$ cat src/rtl/mem_stage.sv
// RV32I memory-access stage: serialises loads and stores onto a byte-wide synchronous
// RAM port while stalling the pipeline, and drives the writeback bus.
module mem_stage (
    input  logic        clk,
    input  logic        rst,
    input  logic        modify_flag,
    input  logic [4:0]  modify_address,
    input  logic [31:0] modify_data,
    input  logic        load,
    input  logic        save,
    input  logic [31:0] sl_addr,
    input  logic [31:0] sl_data,
    input  logic [2:0]  sl_data_length,
    input  logic        sl_data_signed,
    output logic [31:0] mem_addr,
    output logic [7:0]  mem_wdata,
    output logic        mem_we,
    input  logic [7:0]  mem_rdata,
    output logic        stall_req,
    output logic        wb_flag,
    output logic [4:0]  wb_address,
    output logic [31:0] wb_data
);

    typedef enum logic [1:0] {
        ST_IDLE   = 2'd0,
        ST_ACCESS = 2'd1,
        ST_DONE   = 2'd2
    } state_t;

    state_t      state_r;
    state_t      state_next_s;
    logic [2:0]  cnt_r;
    logic [31:0] buf_r;
    logic [31:0] addr_r;
    logic [31:0] data_r;
    logic [2:0]  len_r;
    logic        signed_r;
    logic        is_load_r;
    logic        start_s;
    logic        issue_s;

    logic [31:0] mem_addr_s;
    logic [7:0]  mem_wdata_s;
    logic        mem_we_s;
    logic        stall_s;
    logic        wb_flag_s;
    logic [4:0]  wb_address_s;
    logic [31:0] wb_data_s;

    function automatic logic [2:0] norm_len(input logic [2:0] code);
        logic [2:0] len_v;
        case (code)
            3'd1:    len_v = 3'd1;
            3'd2:    len_v = 3'd2;
            default: len_v = 3'd4;
        endcase
        return len_v;
    endfunction

    function automatic logic [7:0] byte_of(input logic [31:0] word, input logic [2:0] idx);
        logic [7:0] byte_v;
        case (idx[1:0])
            2'd0:    byte_v = word[7:0];
            2'd1:    byte_v = word[15:8];
            2'd2:    byte_v = word[23:16];
            default: byte_v = word[31:24];
        endcase
        return byte_v;
    endfunction

    function automatic logic [31:0] extend(input logic [31:0] raw, input logic [2:0] len,
                                           input logic sgn);
        logic [31:0] ext_v;
        case (len)
            3'd1:    ext_v = {{24{sgn & raw[7]}}, raw[7:0]};
            3'd2:    ext_v = {{16{sgn & raw[15]}}, raw[15:0]};
            default: ext_v = raw;
        endcase
        return ext_v;
    endfunction

    assign start_s = (state_r == ST_IDLE) && (load || save);
    assign issue_s = (cnt_r < len_r);

    // State register.
    always_ff @(posedge clk or negedge rst) begin
        if (!rst) begin
            state_r <= ST_IDLE;
        end else begin
            state_r <= state_next_s;
        end
    end

    // Next-state logic.
    always_comb begin
        state_next_s = ST_IDLE;
        case (state_r)
            ST_IDLE: begin
                if (start_s) begin
                    state_next_s = ST_ACCESS;
                end else begin
                    state_next_s = ST_IDLE;
                end
            end
            ST_ACCESS: begin
                if (cnt_r == len_r) begin
                    state_next_s = ST_DONE;
                end else begin
                    state_next_s = ST_ACCESS;
                end
            end
            ST_DONE: state_next_s = ST_IDLE;
            default: state_next_s = ST_IDLE;
        endcase
    end

    // Operation latches, byte counter and load assembly buffer.
    always_ff @(posedge clk or negedge rst) begin
        if (!rst) begin
            cnt_r     <= 3'd0;
            buf_r     <= 32'd0;
            addr_r    <= 32'd0;
            data_r    <= 32'd0;
            len_r     <= 3'd0;
            signed_r  <= 1'b0;
            is_load_r <= 1'b0;
        end else begin
            case (state_r)
                ST_IDLE: begin
                    if (start_s) begin
                        addr_r    <= sl_addr;
                        data_r    <= sl_data;
                        len_r     <= norm_len(sl_data_length);
                        signed_r  <= sl_data_signed;
                        is_load_r <= load;
                        cnt_r     <= 3'd1;
                        buf_r     <= 32'd0;
                    end else begin
                        cnt_r <= 3'd0;
                    end
                end
                ST_ACCESS: begin
                    // The byte addressed last cycle is on mem_rdata now.
                    if (is_load_r) begin
                        case (cnt_r)
                            3'd1:    buf_r[7:0]   <= mem_rdata;
                            3'd2:    buf_r[15:8]  <= mem_rdata;
                            3'd3:    buf_r[23:16] <= mem_rdata;
                            3'd4:    buf_r[31:24] <= mem_rdata;
                            default: buf_r        <= buf_r;
                        endcase
                    end else begin
                        buf_r <= buf_r;
                    end
                    cnt_r <= cnt_r + 3'd1;
                end
                ST_DONE: cnt_r <= 3'd0;
                default: cnt_r <= 3'd0;
            endcase
        end
    end

    // Output decode; everything is forced to zero while reset is asserted.
    always_comb begin
        mem_addr_s   = 32'd0;
        mem_wdata_s  = 8'd0;
        mem_we_s     = 1'b0;
        stall_s      = 1'b0;
        wb_flag_s    = 1'b0;
        wb_address_s = 5'd0;
        wb_data_s    = 32'd0;
        if (!rst) begin
            stall_s = 1'b0;
        end else begin
            case (state_r)
                ST_IDLE: begin
                    if (start_s) begin
                        mem_addr_s = sl_addr;
                        stall_s    = 1'b1;
                        if (!load) begin
                            mem_we_s    = 1'b1;
                            mem_wdata_s = sl_data[7:0];
                        end else begin
                            mem_we_s = 1'b0;
                        end
                    end else begin
                        wb_flag_s    = modify_flag;
                        wb_address_s = modify_address;
                        wb_data_s    = modify_data;
                    end
                end
                ST_ACCESS: begin
                    stall_s = 1'b1;
                    if (issue_s) begin
                        mem_addr_s = addr_r + {29'd0, cnt_r};
                        if (!is_load_r) begin
                            mem_we_s    = 1'b1;
                            mem_wdata_s = byte_of(data_r, cnt_r);
                        end else begin
                            mem_we_s = 1'b0;
                        end
                    end else begin
                        mem_addr_s = 32'd0;
                    end
                end
                ST_DONE: begin
                    if (is_load_r) begin
                        wb_flag_s    = modify_flag;
                        wb_address_s = modify_address;
                        wb_data_s    = extend(buf_r, len_r, signed_r);
                    end else begin
                        wb_flag_s = 1'b0;
                    end
                end
                default: stall_s = 1'b0;
            endcase
        end
    end

    assign mem_addr   = mem_addr_s;
    assign mem_wdata  = mem_wdata_s;
    assign mem_we     = mem_we_s;
    assign stall_req  = stall_s;
    assign wb_flag    = wb_flag_s;
    assign wb_address = wb_address_s;
    assign wb_data    = wb_data_s;

endmodule

$ cat config.mk
export PLATFORM = sky130hd
export DESIGN_NAME = mem_stage
export DESIGN_NICKNAME = d
export VERILOG_FILES = /design/src/rtl/mem_stage.sv
export SDC_FILE = /design/constraint.sdc
export NUM_CORES = 1
export LEC_CHECK = 0
export ABC_AREA = 1
export BUFFER_PORTS_ARGS = -buffer_cell sky130_fd_sc_hd__buf_2
export CAP_MARGIN = 20
export CORE_ASPECT_RATIO = 0.8
export CORE_MARGIN = 2
export CORE_UTILIZATION = 40
export DETAILED_ROUTE_END_ITERATION = 10
export GPL_TIMING_DRIVEN = 0
export SYNTH_ARGS = -nofsm -noshare
export SYNTH_HDL_FRONTEND = slang
export SYNTH_SLANG_ARGS = --single-unit
$ cat constraint.sdc
create_clock -name clk -period 6.1 [get_ports clk]
set_input_delay 0.915 -clock clk [delete_from_list [all_inputs] [get_ports clk]]
set_output_delay 0.915 -clock clk [all_outputs]
set_load 0.01 [all_outputs]
==> results.md <==
* Worst-path cell chain: ha_1 -> inv_1 -> fa_1 -> inv_1 -> nand3_1 -> nand2_1 -> nand2_1 -> inv_1 -> nand3_1 -> nand2_1 -> nand3_1 -> a21oi_1 -> buf_2
* Non-Filler Instances at 1409
* Critical Path Fanout Max at 8
* Clock buffer depth at 2
* DP Cell Count at 1393
* Pre-CTS setup slack at 2.72 ns
* Syn-to-layout area delta at 24.4%
* Worst-Margin Slew at 0.677 ns
* # fillers at 1759
* Worst Setup End Kind: primary output
* PwrDens at 503 mW/mm^2
* First-pass GRT wire length at 34.4 mm
* Final min period at 3.69 ns
* Post-synth EDFFs at 0
* First drt pass iteration count at 5
* CP Class: register to primary output
* Routability congestion estimate at 0.893
* Gate Count Post-Synth at 975
* Die area at 0.0176 mm^2
* Avg Inst Size Synth at 6.79 um^2
* Design Area, Final at 0.00824 mm^2
* Top Family by Delay on Critical Path: simple AND/OR/NAND/NOR gates
* Final-report hold violation count at 0
* Slowest CP cell: dfrtp_1
* XOR/XNOR Fraction of Synth Area at 0
* FMAX at 271 MHz
* Multiplexer share of the synthesized area at 0
* Chip width at 148 um
* # diodes at 0
* Post-CTS resize count at 0
* Status: finished, final reports clean
* Initial Util at 0.404
* Largest family of logic cells by synthesized area: simple AND/OR/NAND/NOR gates
* Core Area at 0.0164 mm^2
* Slew HR at 0.549
* Post-layout nets at 1314
* CP arrival at 2.77 ns
* Final setup TNS at 0 ns
* Detailed Place HPWL at 16.5 mm
* IO Pins at 198
* Clock transition at path regs at 0.08 ns
* Wirelength per Cell at 15.3 um
* # hold bufs at CTS at 0
* RSZ-0062 raised after global routing: no
* Hold WS at 0.472 ns
* Root buffer cell: clkbuf_16
* Critical Path Source Type: register
* Adder and majority cell fraction of the synthesized area at 0.0238
* Register area share after synthesis at 0.400
* Final WS setup at 2.41 ns
* Post-CTS Setup Bufs at 0
* Num CTS Buffers at 9
* Slew Viols, Final at 0
* Post-DP Area at 0.00792 mm^2
* Share of layout cells above drive strength 1 at 0.226
* Post-Route WL at 21.6 mm
* H-tree Lvls at 3
* Overall routing resource usage at 0.248
* FP Rows at 42
* #FFs+latches synth at 106
* Port bufs at 197
* WP data required at 5.18 ns
* Cell Area, Synth at 0.00662 mm^2
* CTS tree: done
* Iteration-0 DRC count of the detailed router at 374
* CTS Sinks at 106
* Max-Cap Viols at 0
* Primary FF master, synth: dfrtp_1
* Syn_nets at 1105
* Min-Delay Path Class: primary input to async pin
* Final period util at 0.605
* Clk_lat worst skew at 0.37 ns
* YS warnings at 0
* Worst Skew at 0.00924 ns
* Antenna Nets Post-Route at 0
* Unique cell type count in the Yosys netlist at 34
* Maximum VDD drop at 0.234 mV
* Post-Synth Simple-Gate Area at 0.338
* Via count at 7018
* Vias per cell at 4.98
* Grt total ovfl at 0
* Worst path max stage delay at 0.42 ns
* Final-report setup violation count at 0
* Initial antenna violation count at 0
* Leakage power at 4.29 nW
* Number of global-route vias before repair at 6638
* Async S/R FF share, synth at 1.00
* Post-synthesis compound-gate area fraction at 0.149
* DRC at 0
* Die height at 119 um
* Largest net degree at the start of global routing at 60
* WP buf/inv at 4
==> sequential cells by signal (all words and copies together), names as in the netlist <==
register	count
cnt_r	3
len_r	3
buf_r	32
signed_r	1
is_load_r	1
addr_r	32
state_r	2
data_r	32
==> synth_stat cells (2+ instances only) <==
cell,n,area share
o21ai_0,84,0.063
clkbuf_1,16,0.0091
o21ai_1,3,0.0023
nand2_1,348,0.20
nor2_2,2,0.0019
a22oi_1,7,0.0079
ha_1,11,0.021
o211ai_1,2,0.0023
nor2_1,83,0.047
nand2_4,4,0.0068
inv_4,2,0.0019
dfrtp_1,106,0.40
inv_2,5,0.0028
a21oi_1,86,0.065
buf_1,2,0.0011
nand3_1,66,0.050
or2_2,10,0.0094
buf_6,6,0.010
inv_1,87,0.049
buf_2,18,0.014
nor3_1,3,0.0023
nand3b_1,2,0.0023
nor3_4,3,0.0074
nand4_1,9,0.0085
==> area by class of cell <==
class | count | area (um^2) | share of cell area
Multi-Input combinational cell | 732 | 3380 | 0.411
Sequential cell | 106 | 2650 | 0.322
Timing Repair Buffer | 198 | 1020 | 0.124
Inverter | 95 | 362 | 0.0439
Tap cell | 220 | 275 | 0.0334
Clock buffer | 9 | 225 | 0.0273
Buffer | 42 | 225 | 0.0273
Clock inverter | 7 | 96.3 | 0.0117
==> through the flow <==
step | utilization | total power [mW]
after CTS | 0.503 | 4.16
final | 0.503 | 4.14
after global placement | 0.481 | 3.48
after detailed placement | 0.483 | 3.50
after floorplan | - | 2.78
after global routing | 0.503 | 4.51
==> power by group <==
group | leakage, nW | total [mW] | internal (mW) | switching, mW
Clock | 0.154 | 0.641 | 0.332 | 0.309
Combinational | 2.81 | 2.22 | 0.767 | 1.45
Sequential | 1.32 | 1.28 | 1.04 | 0.246
Total | 4.29 | 4.14 | 2.13 | 2.01
==> routing by layer <==
metal / part of all wire / vias to the layer above / global-route usage
li1: - / 3548 / -
met1: 0.51 / 3255 / 0.377
met2: 0.43 / 203 / 0.376
met3: 0.056 / 12 / 0.0398
met4: 0.0080 / 0 / 0.0464
met5: 0 / - / 0
==> worst paths after layout <==
kind                                         from                endpoint  slack (ns)  depth (start not counted)
min in group clk           data_r[24]$_DFFE_PN0P_  data_r[24]$_DFFE_PN0P_        0.47                          2
max in group asynchronous                     rst   buf_r[18]$_DFFE_PN0P_        4.95                          2
hold reg to reg            data_r[24]$_DFFE_PN0P_  data_r[24]$_DFFE_PN0P_        0.47                          2
setup / recovery               cnt_r[0]$_DFF_PN0_            mem_addr[26]        2.41                         13
setup reg to reg               cnt_r[1]$_DFF_PN0_    buf_r[6]$_DFFE_PN0P_        3.91                          8
hold / removal                                rst   addr_r[9]$_DFFE_PN0P_        0.47                          1
==> placed cells by master, fill, tap and decap left out, types with 2 or more instances in the layout <==
cell and n:
o21ai_0 84, o21ai_1 3, clkbuf_1 16, inv_1 87, inv_4 2, nor2_1 83
inv_2 5, nor3_1 3, buf_2 214, clkbuf_16 9, nand3b_1 2, buf_1 2
inv_8 3, a22oi_1 7, nand3_1 66, nor3_4 3, nand4_1 9, buf_6 7
a21oi_1 86, dfrtp_1 106, nor2_2 2, or2_2 10, nand2_1 348, ha_1 11
o211ai_1 2, nand2_4 4
==> cell families after synthesis <==
group | count (synthesis)
DFF | 106
buffers and inverters | 137
adders and majority gates | 12
AOI/OAI and AO/OA | 187
and+or+nand+nor | 533
Power figures use the tool's default switching activity.
